### config.mk
export PLATFORM = sky130hd
export DESIGN_NAME = mm_sequencer_flat
export DESIGN_NICKNAME = d
export VERILOG_FILES = /design/src/rtl/mm_pkg.sv /design/src/rtl/mm_sequencer_if.sv /design/src/rtl/mm_idx_counter.sv /design/src/rtl/mm_sequencer.sv /design/src/flat_wrapper.sv
export SDC_FILE = /design/constraint.sdc
export NUM_CORES = 1
export LEC_CHECK = 0
export ABC_AREA = 1
export CAP_MARGIN = 10
export CORE_MARGIN = 1.5
export CORE_UTILIZATION = 43
export CTS_BUF_LIST = sky130_fd_sc_hd__clkbuf_16
export CTS_CLUSTER_SIZE = 40
export DETAILED_ROUTE_END_ITERATION = 6
export PLACE_DENSITY = 0.92
export SYNTH_ARGS = -nofsm -noshare
export SYNTH_HDL_FRONTEND = slang
export SYNTH_HIERARCHICAL = 1
export SYNTH_SLANG_ARGS = --single-unit
### constraint.sdc
create_clock -name clk -period 2.1 [get_ports clk]
set_input_delay 0.42 -clock clk [delete_from_list [all_inputs] [get_ports clk]]
set_output_delay 0.42 -clock clk [all_outputs]
set_load 0.03 [all_outputs]
### src/rtl/mm_pkg.sv
// mm_pkg: shared widths and FSM state codes for the matrix-multiply sequencer.
// Imported by the sequencer top and its index counter.
package mm_pkg;

  localparam int DATA_WIDTH     = 8;
  localparam int N              = 4;
  localparam int IDX_WIDTH      = 4;
  localparam int OUT_DATA_WIDTH = 20;

  localparam logic [2:0] S_IDLE    = 3'd0;
  localparam logic [2:0] S_LOAD_A  = 3'd1;
  localparam logic [2:0] S_LOAD_B  = 3'd2;
  localparam logic [2:0] S_COMPUTE = 3'd3;
  localparam logic [2:0] S_WAIT    = 3'd4;
  localparam logic [2:0] S_OUTPUT  = 3'd5;
  localparam logic [2:0] S_DONE    = 3'd6;

endpackage

### src/rtl/mm_sequencer_if.sv
// mm_sequencer_if: operand stream, engine bus and result stream bundle.
// MM_SEQ_RES_LAST_EN adds res_last to the result stream.
interface mm_sequencer_if #(
  parameter int DATA_WIDTH     = mm_pkg::DATA_WIDTH,
  parameter int IDX_WIDTH      = mm_pkg::IDX_WIDTH,
  parameter int OUT_DATA_WIDTH = mm_pkg::OUT_DATA_WIDTH
);

  logic                      in_valid;
  logic                      in_ready;
  logic [DATA_WIDTH-1:0]     in_data;

  logic                      mm_wr_enable;
  logic                      mm_compute_enable;
  logic [DATA_WIDTH-1:0]     mm_in_data;
  logic [IDX_WIDTH-1:0]      mm_i;
  logic [IDX_WIDTH-1:0]      mm_j;
  logic                      mm_is_first_mat;
  logic [IDX_WIDTH-1:0]      mm_match_dim;
  logic [OUT_DATA_WIDTH-1:0] mm_out_data;

  logic                      res_valid;
  logic                      res_ready;
  logic [OUT_DATA_WIDTH-1:0] res_data;
  logic [IDX_WIDTH-1:0]      res_i;
  logic [IDX_WIDTH-1:0]      res_j;
`ifdef MM_SEQ_RES_LAST_EN
  logic                      res_last;
`endif

  modport master (
    input  in_valid, in_data, mm_out_data, res_ready,
    output in_ready, mm_wr_enable, mm_compute_enable,
    output mm_in_data, mm_i, mm_j, mm_is_first_mat,
    output mm_match_dim, res_valid, res_data, res_i, res_j
`ifdef MM_SEQ_RES_LAST_EN
    , output res_last
`endif
  );

  modport slave (
    output in_valid, in_data, mm_out_data, res_ready,
    input  in_ready, mm_wr_enable, mm_compute_enable,
    input  mm_in_data, mm_i, mm_j, mm_is_first_mat,
    input  mm_match_dim, res_valid, res_data, res_i, res_j
`ifdef MM_SEQ_RES_LAST_EN
    , input res_last
`endif
  );

endinterface

### src/rtl/mm_idx_counter.sv
// mm_idx_counter: row-major (i,j) walker wrapping at dim-1.
// last_o flags (dim-1,dim-1); an increment there returns to (0,0).
module mm_idx_counter #(
  parameter int IDX_WIDTH = mm_pkg::IDX_WIDTH
) (
  input  logic                 clk,
  input  logic                 reset,
  input  logic                 clr_i,
  input  logic                 inc_i,
  input  logic [IDX_WIDTH-1:0] dim_i,
  output logic [IDX_WIDTH-1:0] row_o,
  output logic [IDX_WIDTH-1:0] col_o,
  output logic                 last_o
);

  logic [IDX_WIDTH-1:0] i_q, i_d;
  logic [IDX_WIDTH-1:0] j_q, j_d;
  logic [IDX_WIDTH-1:0] lim;

  assign lim    = dim_i - IDX_WIDTH'(1);
  assign last_o = (i_q == lim) && (j_q == lim);
  assign row_o  = i_q;
  assign col_o  = j_q;

  // next index: column first, carry into row, full wrap after last
  always_comb begin
    i_d = i_q;
    j_d = j_q;
    if (clr_i) begin
      i_d = '0;
      j_d = '0;
    end else if (inc_i) begin
      if (j_q == lim) begin
        j_d = '0;
        i_d = last_o ? '0 : i_q + IDX_WIDTH'(1);
      end else begin
        j_d = j_q + IDX_WIDTH'(1);
      end
    end
  end

  // index registers
  always_ff @(posedge clk or negedge reset) begin
    if (!reset) begin
      i_q <= '0;
      j_q <= '0;
    end else begin
      i_q <= i_d;
      j_q <= j_d;
    end
  end

endmodule

### src/rtl/mm_sequencer.sv
// mm_sequencer: streams A/B into the engine, then issues one compute per
// result and streams results out. MM_SEQ_RES_LAST_EN adds res_last.
module mm_sequencer #(
  parameter int DATA_WIDTH     = mm_pkg::DATA_WIDTH,
  parameter int N              = mm_pkg::N,
  parameter int IDX_WIDTH      = mm_pkg::IDX_WIDTH,
  parameter int OUT_DATA_WIDTH = mm_pkg::OUT_DATA_WIDTH
) (
  input  logic                 clk,
  input  logic                 reset,
  input  logic                 start,
  input  logic [IDX_WIDTH-1:0] dim,
  output logic                 busy,
  output logic                 done,
  output logic                 err,
  mm_sequencer_if.master       bus
);

  import mm_pkg::*;

  logic [2:0]                state_q, state_d;
  logic [IDX_WIDTH-1:0]      dim_q, dim_d;
  logic                      err_q, err_d;
  logic [OUT_DATA_WIDTH-1:0] res_data_q, res_data_d;
  logic [IDX_WIDTH-1:0]      res_i_q, res_i_d;
  logic [IDX_WIDTH-1:0]      res_j_q, res_j_d;
  logic [DATA_WIDTH-1:0]     wr_data;

  logic                 loading;
  logic                 wr_en;
  logic                 res_hs;
  logic                 dim_ok;
  logic [IDX_WIDTH-1:0] row, col;
  logic                 last;

  assign loading = (state_q == S_LOAD_A) || (state_q == S_LOAD_B);
  assign wr_en   = bus.in_valid && loading;
  assign res_hs  = (state_q == S_OUTPUT) && bus.res_ready;
  assign dim_ok  = (dim != '0) && (dim <= IDX_WIDTH'(N));
  assign wr_data = bus.in_data;

  mm_idx_counter #(.IDX_WIDTH(IDX_WIDTH)) u_idx (
    .clk    (clk),
    .reset  (reset),
    .clr_i  (state_q == S_IDLE),
    .inc_i  (wr_en || res_hs),
    .dim_i  (dim_q),
    .row_o  (row),
    .col_o  (col),
    .last_o (last)
  );

  // job FSM: load A, load B, then compute/wait/output per element
  always_comb begin
    state_d    = state_q;
    dim_d      = dim_q;
    err_d      = 1'b0;
    res_data_d = res_data_q;
    res_i_d    = res_i_q;
    res_j_d    = res_j_q;
    unique case (state_q)
      S_IDLE: begin
        if (start && dim_ok) begin
          dim_d   = dim;
          state_d = S_LOAD_A;
        end else if (start) begin
          err_d = 1'b1;
        end
      end
      S_LOAD_A:  if (wr_en && last) state_d = S_LOAD_B;
      S_LOAD_B:  if (wr_en && last) state_d = S_COMPUTE;
      S_COMPUTE: state_d = S_WAIT;
      S_WAIT: begin
        res_data_d = bus.mm_out_data;
        res_i_d    = row;
        res_j_d    = col;
        state_d    = S_OUTPUT;
      end
      S_OUTPUT:  if (res_hs) state_d = last ? S_DONE : S_COMPUTE;
      S_DONE:    state_d = S_IDLE;
      default:   state_d = S_IDLE;
    endcase
  end

  // FSM, dim latch and result holding registers
  always_ff @(posedge clk or negedge reset) begin
    if (!reset) begin
      state_q    <= S_IDLE;
      dim_q      <= '0;
      err_q      <= 1'b0;
      res_data_q <= '0;
      res_i_q    <= '0;
      res_j_q    <= '0;
    end else begin
      state_q    <= state_d;
      dim_q      <= dim_d;
      err_q      <= err_d;
      res_data_q <= res_data_d;
      res_i_q    <= res_i_d;
      res_j_q    <= res_j_d;
    end
  end

  assign busy = (state_q != S_IDLE);
  assign done = (state_q == S_DONE);
  assign err  = err_q;

  assign bus.in_ready          = loading;
  assign bus.mm_wr_enable      = wr_en;
  assign bus.mm_compute_enable = (state_q == S_COMPUTE);
  assign bus.mm_in_data        = wr_data;
  assign bus.mm_i              = row;
  assign bus.mm_j              = col;
  assign bus.mm_is_first_mat   = (state_q != S_LOAD_B);
  assign bus.mm_match_dim      = dim_q;

  assign bus.res_valid = (state_q == S_OUTPUT);
  assign bus.res_data  = res_data_q;
  assign bus.res_i     = res_i_q;
  assign bus.res_j     = res_j_q;
`ifdef MM_SEQ_RES_LAST_EN
  assign bus.res_last  = (state_q == S_OUTPUT) && last;
`endif

endmodule
### src/flat_wrapper.sv
// flat-port wrapper written by rule: the top's interface ports become plain ports
module mm_sequencer_flat import mm_pkg::*;
#(
  parameter int DATA_WIDTH     = mm_pkg::DATA_WIDTH,
  parameter int N              = mm_pkg::N,
  parameter int IDX_WIDTH      = mm_pkg::IDX_WIDTH,
  parameter int OUT_DATA_WIDTH = mm_pkg::OUT_DATA_WIDTH
)
  (clk, reset, start, dim, busy, done, err, bus_in_valid, bus_in_data, bus_mm_out_data, bus_res_ready, bus_in_ready, bus_mm_wr_enable, bus_mm_compute_enable, bus_mm_in_data, bus_mm_i, bus_mm_j, bus_mm_is_first_mat, bus_mm_match_dim, bus_res_valid, bus_res_data, bus_res_i, bus_res_j);
  mm_sequencer_if #(.DATA_WIDTH(DATA_WIDTH), .IDX_WIDTH(IDX_WIDTH), .OUT_DATA_WIDTH(OUT_DATA_WIDTH)) bus_i ();
  input  logic clk;
  input  logic reset;
  input  logic start;
  input  logic [IDX_WIDTH-1:0] dim;
  output logic busy;
  output logic done;
  output logic err;
  input wire logic [$bits(bus_i.in_valid)-1:0] bus_in_valid;
  input wire logic [$bits(bus_i.in_data)-1:0] bus_in_data;
  input wire logic [$bits(bus_i.mm_out_data)-1:0] bus_mm_out_data;
  input wire logic [$bits(bus_i.res_ready)-1:0] bus_res_ready;
  output wire logic [$bits(bus_i.in_ready)-1:0] bus_in_ready;
  output wire logic [$bits(bus_i.mm_wr_enable)-1:0] bus_mm_wr_enable;
  output wire logic [$bits(bus_i.mm_compute_enable)-1:0] bus_mm_compute_enable;
  output wire logic [$bits(bus_i.mm_in_data)-1:0] bus_mm_in_data;
  output wire logic [$bits(bus_i.mm_i)-1:0] bus_mm_i;
  output wire logic [$bits(bus_i.mm_j)-1:0] bus_mm_j;
  output wire logic [$bits(bus_i.mm_is_first_mat)-1:0] bus_mm_is_first_mat;
  output wire logic [$bits(bus_i.mm_match_dim)-1:0] bus_mm_match_dim;
  output wire logic [$bits(bus_i.res_valid)-1:0] bus_res_valid;
  output wire logic [$bits(bus_i.res_data)-1:0] bus_res_data;
  output wire logic [$bits(bus_i.res_i)-1:0] bus_res_i;
  output wire logic [$bits(bus_i.res_j)-1:0] bus_res_j;
  assign bus_i.in_valid = bus_in_valid;
  assign bus_i.in_data = bus_in_data;
  assign bus_i.mm_out_data = bus_mm_out_data;
  assign bus_i.res_ready = bus_res_ready;
  assign bus_in_ready = bus_i.in_ready;
  assign bus_mm_wr_enable = bus_i.mm_wr_enable;
  assign bus_mm_compute_enable = bus_i.mm_compute_enable;
  assign bus_mm_in_data = bus_i.mm_in_data;
  assign bus_mm_i = bus_i.mm_i;
  assign bus_mm_j = bus_i.mm_j;
  assign bus_mm_is_first_mat = bus_i.mm_is_first_mat;
  assign bus_mm_match_dim = bus_i.mm_match_dim;
  assign bus_res_valid = bus_i.res_valid;
  assign bus_res_data = bus_i.res_data;
  assign bus_res_i = bus_i.res_i;
  assign bus_res_j = bus_i.res_j;
  mm_sequencer #(.DATA_WIDTH(DATA_WIDTH), .N(N), .IDX_WIDTH(IDX_WIDTH), .OUT_DATA_WIDTH(OUT_DATA_WIDTH)) u_core (.clk(clk), .reset(reset), .start(start), .dim(dim), .busy(busy), .done(done), .err(err), .bus(bus_i));
endmodule
==> impl_metrics.yaml <==
power:
  peakVddDrop_mv: 0.944
  p_comb_share_pct: 58.7
  p_int_mw: 3.27
  leakage_nw: 1.62
  p_sw_mw: 2.61
  p_sw_share_pct: 44.4
  power.clock.fraction_pct: 14.9
  powerDensity_mw_per_mm2: 1800
  pwr-share-seq_pct: 26.4
clocking:
  clock-root-buffer: "clkbuf_16"
  cts_tree: "done"
  clk_pin_slew_ps: 60
  worst_skew_pair.late_latency_ps: 280
  numCtsBuffers: 5
  cts_max_path_buffers: 2
  htreeDepth: 2
  clock-sinks: 44
timing:
  hold_violations: 0
  fin_setup_tns_ps: 0
  max_slew_margin_pct: 63.6
  fin_skew_ps: 3.25
  finalMaxSlewViolations: 0
  min_period_ps: 2020
  timing.final.crit_share_pct: 96.4
  setup_viol: 0
  tightest_slew_ps: 546
  maxClockFrequency_mhz: 494
cells_and_area:
  seq_area_mm2: 0.00110
  drive_gt1_share_pct: 19.3
  n_antenna_cell: 0
  syn2layout_area_growth_pct: 44.5
  fillers: 415
  final_cells: 386
  nets: 355
  final_cell_mix: "70 x clkdlybuf4s50_1, 59 x nand2_1, 44 x dfrtp_1"
  fin_util_pct: 64.4
  multiInputGateArea_um2: 987
  mostFrequentLayoutCell: "clkdlybuf4s50_1"
route:
  vias: 1880
  vias_per_cell: 4.87
  wl_mm: 5.41
  drt_iter0_drc: 46
  wl_per_cell_um: 14.0
  drc: 0
  firstDrtPassIters: 4
  ant_nets: 0
global_routing:
  grtUsageTotal_pct: 19.9
  grt_max_degree: 45
  grt_pass1_wl_mm: 8.50
  grt_antenna_before_repair: 0
  grt-ovfl-total: 0
  grt_pass1_vias: 1936
logic_synthesis:
  synthesis.nets: 274
  synth_cell_types: 26
  syn-cell-area_mm2: 0.00226
  synthesis.instances: 234
  ys_warn_count: 6
  ys_seq_area_share_pct: 48.7
  ys_ff_latch: 44
  avgSynthCellArea_um2: 9.66
floorplan:
  io_pins: 93
  initial_core_util_pct: 44.6
  die_x_um: 75.5
  die_h_um: 75.5
  core-area_mm2: 0.00507
  dieArea_mm2: 0.00570
  num_rows: 26
critical_path:
  crit_start: "u_core/state_q[0]$_DFFE_PN0P_"
  timing.rr.start: "u_core/bus.mm_match_dim[1]$_DFFE_PN0P_"
  worstSetupEndpointType: "output port"
  crit_required_ps: 1680
  cp.arrival_ps: 1600
  reg2reg_slack_ps: 90
  start_kind: "flop"
  reg2regPathDepth: 13
  cp_max_fo: 5
  path_class: "flop to output port"
place:
  place.gp.congestion: 0.764
  portBuffers: 76
  dpl.hpwl_mm: 3.82
  dp_cells: 373
min_path:
  hp-class: "input port to async pin"
flow_run:
  drv_cap: 0
outcome:
  status: "finished clean"
-- metal layers --
| layer | up-vias | global-route usage [%] | wire length [µm] |
|---|---|---|---|
| met2 | 76 | 35.3 | 2780 |
| met1 | 890 | 21.6 | 2090 |
| met3 | 8 | 7.94 | 483 |
| li1 | 906 | - | - |
| met4 | 0 | 6.55 | 68 |
| met5 | - | 0 | 0 |
-- synth_stat cells --
cell type,number,area [µm²]
nand3b_1,2,15.0
a21oi_1,2,10.0
xor2_1,6,52.6
ha_1,3,37.5
inv_2,3,11.3
buf_6,1,11.3
nand4_1,5,31.3
nor2_2,3,18.8
or2_2,1,6.26
mux2_4,9,135
nand3_1,17,85.1
inv_1,21,78.8
nand2_1,59,221
inv_4,1,6.26
mux2_2,19,214
buf_4,8,60.1
nor2_4,1,11.3
o21a_1,1,7.51
buf_2,1,5.00
nand2_4,2,22.5
buf_8,1,15.0
nand2_2,1,6.26
a21boi_0,1,7.51
nor2_1,16,60.1
dfrtp_1,44,1100
o21ai_0,6,30.0
-- registers in the layout (all words and copies together), names as in the netlist --
register and cells:
u_core/bus.res_i 4, u_core/err 1, u_core/state_q 3, u_core/bus.res_j 4, u_core/bus.res_data 20, u_core/u_idx/row_o 4
u_core/u_idx/col_o 4, u_core/bus.mm_match_dim 4
-- stage by stage --
step           hold WS, ps  setup WS, ps  total power, mW  area (µm²)
6_report               220          76.3             5.88        3270
3_3_place_gp           485           210             4.79        3050
3_5_place_dp           492          67.2             4.90        3050
5_1_grt                262         -25.4             6.23        3270
2_1_floorplan          124          63.9             3.72        2260
4_1_cts                239          18.1             5.81        3220
-- power groups by stage --
stage | Combinational (mW) | Sequential [mW] | Clock, mW
floorplan | 1.52 | 2.21 | 0
global placement | 3.24 | 1.54 | 0
detailed placement | 3.34 | 1.56 | 0
CTS | 3.35 | 1.56 | 0.898
global route | 3.69 | 1.62 | 0.930
finish | 3.45 | 1.55 | 0.877
-- cell families (layout without fill, tap and decap cells) --
family          Yosys count  after routing  synth area share (%)
simple gates            107            107                  21.1
flops                    44             44                  48.7
buf+inv                  36            118                  8.30
mux                      28             28                  15.4
compound gates           10             10                  2.44
xor+xnor                  6              6                  2.32
fa+ha+maj                 3              3                  1.66
-- final cells by class --
type	count	share of cell area, %
Clock inverter	3	1.30
Inverter	25	2.95
Clock buffer	5	3.83
Timing Repair Buffer	85	25.3
Multi-Input combinational cell	154	30.2
Tap cell	70	2.68
Sequential cell	44	33.7
-- repair_timing --
action,4_1_cts,5_1_grt
pin swaps,0,1
gates resized for setup,3,6
buffers inserted,0,5
endpoints found under the setup margin,3,5
gates cloned,0,0
hold buffers,0,0
-- critical path, stage by stage, from the launching register on --
cell and delay [ps]:
dfrtp_1 430, inv_1 110, nand3_1 100, clkdlybuf4s50_1 680
-- final timing paths --
kind,end
hold / removal,u_core/bus.res_j[3]$_DFFE_PN0P_
max in group asynchronous,u_core/state_q[1]$_DFFE_PN0P_
hold reg to reg,u_core/bus.res_data[0]$_DFFE_PN0P_
setup reg to reg,u_core/state_q[1]$_DFFE_PN0P_
min in group clk,u_core/bus.res_data[0]$_DFFE_PN0P_
setup / recovery,bus_mm_is_first_mat
Power figures use the tool's default switching activity.
